--- config.mk ---
export PLATFORM = sky130hd
export DESIGN_NAME = regfile_mp
export DESIGN_NICKNAME = d
export VERILOG_FILES = /design/src/rtl/regfile_mp.sv
export SDC_FILE = /design/constraint.sdc
export NUM_CORES = 2
export LEC_CHECK = 0
export CORE_ASPECT_RATIO = 0.9
export CORE_MARGIN = 5
export CORE_UTILIZATION = 39
export DETAILED_ROUTE_END_ITERATION = 7
export DONT_BUFFER_PORTS = 1
export PLACE_DENSITY_LB_ADDON = 0.15
export SYNTH_ARGS = -nofsm -noshare
export SYNTH_HDL_FRONTEND = slang
export SYNTH_SLANG_ARGS = --single-unit
export TNS_END_PERCENT = 5
--- constraint.sdc ---
create_clock -name clk -period 7.8 [get_ports clk]
set_input_delay 1.17 -clock clk [delete_from_list [all_inputs] [get_ports clk]]
set_output_delay 1.17 -clock clk [all_outputs]
set_load 0.03 [all_outputs]
--- src/rtl/regfile_mp.sv ---
// regfile_mp: parametrised multi-read-port register file with optional write bypass,
// hardwired zero register and a per-register busy scoreboard.
module regfile_mp #(
    parameter int DATA_W   = 32,
    parameter int DEPTH    = 32,
    parameter int ADDR_W   = 5,
    parameter int NUM_RD   = 2,
    parameter int ZERO_REG = 1,
    parameter int BYPASS   = 1
) (
    input  logic                     clk,
    input  logic                     rst_n,
    input  logic [NUM_RD-1:0]        i_rd_en,
    input  logic [NUM_RD*ADDR_W-1:0] i_rd_addr,
    output logic [NUM_RD*DATA_W-1:0] o_rd_data,
    output logic [NUM_RD-1:0]        o_rd_valid,
    output logic [NUM_RD-1:0]        o_rd_busy,
    input  logic                     i_wr_en,
    input  logic [ADDR_W-1:0]        i_wr_addr,
    input  logic [DATA_W-1:0]        i_wr_data,
    input  logic                     i_rsv_en,
    input  logic [ADDR_W-1:0]        i_rsv_addr,
    output logic [ADDR_W:0]          o_busy_cnt
);
    localparam logic [ADDR_W:0] DEPTH_L = (ADDR_W+1)'(DEPTH);

    // an address is live when in range and not the hardwired zero register
    function automatic logic f_ok(input logic [ADDR_W-1:0] a);
        return ({1'b0, a} < DEPTH_L) && !(ZERO_REG != 0 && a == '0);
    endfunction

    logic [DATA_W-1:0]        r_mem [DEPTH];
    logic [DEPTH-1:0]         r_busy;
    logic [DEPTH-1:0]         w_busy_nxt;
    logic                     w_wr_ok;
    logic                     w_rsv_ok;
    logic [ADDR_W:0]          w_cnt;
    logic [NUM_RD*DATA_W-1:0] w_rd_data;
    logic [NUM_RD-1:0]        w_rd_busy;

    assign w_wr_ok  = i_wr_en && f_ok(i_wr_addr);
    assign w_rsv_ok = i_rsv_en && f_ok(i_rsv_addr);

    // reserve is applied after release so a same-cycle reserve wins
    always_comb begin
        w_busy_nxt = r_busy;
        if (w_wr_ok) w_busy_nxt[i_wr_addr] = 1'b0;
        if (w_rsv_ok) w_busy_nxt[i_rsv_addr] = 1'b1;
        w_cnt = '0;
        for (int j = 0; j < DEPTH; j++) w_cnt += (ADDR_W+1)'(w_busy_nxt[j]);
    end

    always_comb begin
        w_rd_data = '0;
        w_rd_busy = '0;
        for (int p = 0; p < NUM_RD; p++) begin
            if (f_ok(i_rd_addr[p*ADDR_W +: ADDR_W])) begin
                w_rd_data[p*DATA_W +: DATA_W] =
                    (BYPASS != 0 && w_wr_ok && i_wr_addr == i_rd_addr[p*ADDR_W +: ADDR_W])
                    ? i_wr_data : r_mem[i_rd_addr[p*ADDR_W +: ADDR_W]];
                w_rd_busy[p] = BYPASS != 0 ? w_busy_nxt[i_rd_addr[p*ADDR_W +: ADDR_W]]
                                           : r_busy[i_rd_addr[p*ADDR_W +: ADDR_W]];
            end
        end
    end

    always_ff @(posedge clk or negedge rst_n) begin
        if (!rst_n) begin
            for (int j = 0; j < DEPTH; j++) r_mem[j] <= '0;
            r_busy     <= '0;
            o_rd_data  <= '0;
            o_rd_valid <= '0;
            o_rd_busy  <= '0;
            o_busy_cnt <= '0;
        end else begin
            if (w_wr_ok) r_mem[i_wr_addr] <= i_wr_data;
            r_busy     <= w_busy_nxt;
            o_busy_cnt <= w_cnt;
            o_rd_valid <= i_rd_en;
            for (int p = 0; p < NUM_RD; p++) begin
                if (i_rd_en[p]) begin
                    o_rd_data[p*DATA_W +: DATA_W] <= w_rd_data[p*DATA_W +: DATA_W];
                    o_rd_busy[p]                  <= w_rd_busy[p];
                end
            end
        end
    end
endmodule

==> run_results.csv <==
group,metric,value,unit
power_and_ir_drop,p_per_area,287.0,mW/mm^2
drt,vias_per_cell,6.144,
sta,tightest_slew,1448,ps
power_and_ir_drop,ir_drop,0.5605,mV
sta,hold_slack,127.9,ps
synth,syn_inst,4359,
sta,min_period,5783,ps
finish,fin_nets,4170,
placed_design,place_hpwl,96960,um
clock_tree,clk_latency,750,ps
synth,synthTopCellsByArea,"dfrtp_1 (46%), mux2_2 (18%), mux4_2 (17%), mux2i_1 (3.8%), clkbuf_1 (2.0%)",
clock_tree,cts_setup_buffers,0,
floorplan,die_h,384.8,um
critical_path,max_stage_delay,570,ps
critical_path,cpMaxStageDelayCell,"fa_1",
floorplan,die-width,426.4,um
synth,synth_top_area_cell,"dfrtp_1",
critical_path,path_cells,"nand2b_1 > o21ai_0 > a21boi_0 > fa_1 > fa_1 > fa_1 > fa_1 > fa_1 > fa_1 > inv_1 > ha_1 > inv_1 > fa_1 > inv_1 > a21o_1 > a21oi_1 > xnor2_1",
finish,syn2layout_area_growth,9.478,%
critical_path,end_kind,"register",
clock_tree,cts_tree,"done",
drt,firstDrtPassIters,5,
sta,final_hold_viol_count,0,
power_and_ir_drop,combPwrFrac,24.3,%
finish,drive_above_1_share,42.39,%
power_and_ir_drop,seq_power_share,41.8,%
drt,wirelength,195500,um
drt,drc,0,
min_path,hold_path_class,"in2async",
sta,setup_slack,2017,ps
power_and_ir_drop,p_int,0.01370,W
synth,avgSynthCellArea,13.96,um^2
power_and_ir_drop,power_frac_clock,33.9,%
synth,synth_top_area_share,46.46,%
grt,grt_use_total,23.86,%
power_and_ir_drop,p_leak,28.55,nW
grt,grt_max_degree,338,
drt,ant_nets,0,
critical_path,startpoint_type,"input port",
floorplan,row_count,137,
sta,fin_tns_setup,0,ps
drt,drtIter0Drc,3332,
critical_path,cp.arrival,6400,ps
synth,ys_seq_area_share,46.46,%
clock_tree,cts-htree-levels,4,
sta,fin_crit_sh,74.14,%
drt,post_drt_wl_per_cell,31.21,um
grt,gr-total-overflow,0,
clock_tree,clock_path_buffers,3,
synth,synth.distinct_cells,69,
synth,yosys_warnings,0,
critical_path,cpMostUsedCell,"fa_1",
grt,first_global_vias,39860,
synth,synth_edf_count,0,
sta,relSlewSlack,3.481,%
finish,final_util,42.96,%
grt,antenna_found_initial,3,
synth,synth.most_common_cell,"dfrtp_1",
synth,synth-async-reset-ratio,100.0,%
finish,fillers,14080,
sta,report.final.slew_viol_count,0,
synth,synthTopCellsByCount,"dfrtp_1 (1130), mux2_2 (987), mux4_2 (457), clkbuf_1 (321), mux2i_1 (230)",
run_status,outcome,"finished, final reports clean",
job,cap_violations,0,
floorplan,initial_core_util,39.24,%
placed_design,gp_congestion,0.8195,
synth,syn_area,0.06087,mm^2
power_and_ir_drop,p_switching,0.005429,W
critical_path,crit_required,8420,ps
sta,fin_skew,25.59,ps
clock_tree,cts_root_buf,"clkbuf_16",
grt,grt_pass1_wl,288100,um
floorplan,core,0.1551,mm^2
clock_tree,holdBufCountCts,0,
synth,ys_seq_elements,1130,
clock_tree,cts_buffers,134,
sta,setup_viol,0,
floorplan,pin_count,132,
placed_design,port_buffers,0,
synth,synth_top_flop_cell,"dfrtp_1",
sta,fmax,0.1729,GHz
critical_path,path_max_fanout,10,
power_and_ir_drop,netSwitchingFraction,28.39,%
placed_design,place_ws,1249,ps
drt,vias,38480,
clock_tree,path_clk_slew,50,ps
sta,rsz0062_at_grt,"no",
clock_tree,ctsResizeCount,0,
floorplan,die_area,0.1641,mm^2
critical_path,worst-setup-path-type,"in2reg",
synth,synth_fp_nets,4448,
clock_tree,cts.sinks,1130,
power by group through the flow:
stage          Sequential [W]  Clock [W]  Combinational, W
2_1_floorplan         0.00779          0           0.00403
3_3_place_gp          0.00804          0           0.00450
3_5_place_dp          0.00808          0           0.00469
4_1_cts               0.00798    0.00663           0.00470
5_1_grt               0.00814    0.00687           0.00523
6_report              0.00800    0.00648           0.00465
stage by stage:
| stage | std cells | cell area, um^2 | power (W) |
|---|---|---|---|
| after CTS | 6260 | 66610 | 0.01931 |
| final | 6263 | 66640 | 0.01913 |
| after global placement | 6024 | 61970 | 0.01254 |
| after global routing | 6262 | 66640 | 0.02024 |
| after detailed placement | 6029 | 62110 | 0.01277 |
| after floorplan | 4359 | 60870 | 0.01182 |
layer usage:
metal / global-route usage (%) / up-vias / share of wire (%)
li1: - / 15950 / -
met1: 33.19 / 21100 / 44
met2: 38.72 / 1151 / 48
met3: 4.372 / 278 / 5.9
met4: 6.263 / 0 / 2.5
met5: 0 / - / 0
final cells by class:
class                   count  area, um^2  area share (%)
diodes                      2       5.005        0.007510
clock buffers             191        3974           5.963
clock inverters            40       519.2          0.7792
inverters                 116       436.7          0.6553
multi-input cells        2642       30270           45.42
flip-flops and latches   1130       28280           42.43
well taps                2085        2609           3.915
repair buffers             57       548.0          0.8224
worst max-delay path: cells and delay by family:
| kind | cells | cell delay [ps] |
|---|---|---|
| compound gates | 4 | 930 |
| simple gates | 1 | 350 |
| buf+inv | 3 | 200 |
| fa+ha+maj | 8 | 3630 |
| xor+xnor | 1 | 130 |
layout by cell type (no fill, tap or decap), types with 5 or more instances in the layout:
cell / instances
mux2_2: 987
nor2b_1: 11
a211oi_1: 56
a22oi_1: 73
o21ai_1: 8
dfrtp_1: 1130
xnor2_1: 13
nand2_1: 139
a221oi_1: 98
o32ai_1: 62
nand2_4: 7
clkinv_2: 23
or2_0: 6
o2111ai_1: 9
and2_1: 58
bufinv_16: 12
nor2_4: 19
nand2_2: 6
o21ai_0: 88
clkbuf_8: 30
fa_1: 24
ha_1: 7
a31oi_1: 5
nand3_1: 22
mux2i_1: 230
nor2_1: 129
buf_4: 51
buf_16: 6
clkbuf_16: 139
a21oi_1: 45
clkbuf_1: 22
mux4_2: 457
inv_1: 112
logic make-up (layout without fill, tap and decap cells):
kind of cell,Yosys count,after routing,synth area share [%]
XOR/XNOR,13,13,0.1871
multiplexers,1674,1674,38.95
adder cells (fa/ha/maj),31,31,0.9332
flip-flops,1130,1130,46.46
other,0,2,0
buffers and inverters,587,404,4.247
AND/OR/NAND/NOR,440,440,3.429
AO/OA/AOI/OAI,484,484,5.797
worst paths after layout:
kind | start | endpoint | slack [ps] | depth (start not counted)
worst min register to register | r_mem[1012] | r_mem[1012] | 400 | 0
worst max register to register | r_busy[13] | o_busy_cnt[4] | 2640 | 16
max in group asynchronous | rst_n | r_mem[624] | 5240 | 3
min in group clk | r_mem[1012] | r_mem[1012] | 400 | 0
worst min-delay path | rst_n | r_busy[8] | 130 | 0
worst max-delay path | i_wr_addr[4] | o_busy_cnt[4] | 2020 | 17
state kept, by name, indices dropped and copies added (netlist names):
register    cells
o_busy_cnt      6
o_rd_data      64
o_rd_busy       2
r_busy         32
r_mem        1024
o_rd_valid      2
Power figures use the tool's default switching activity.
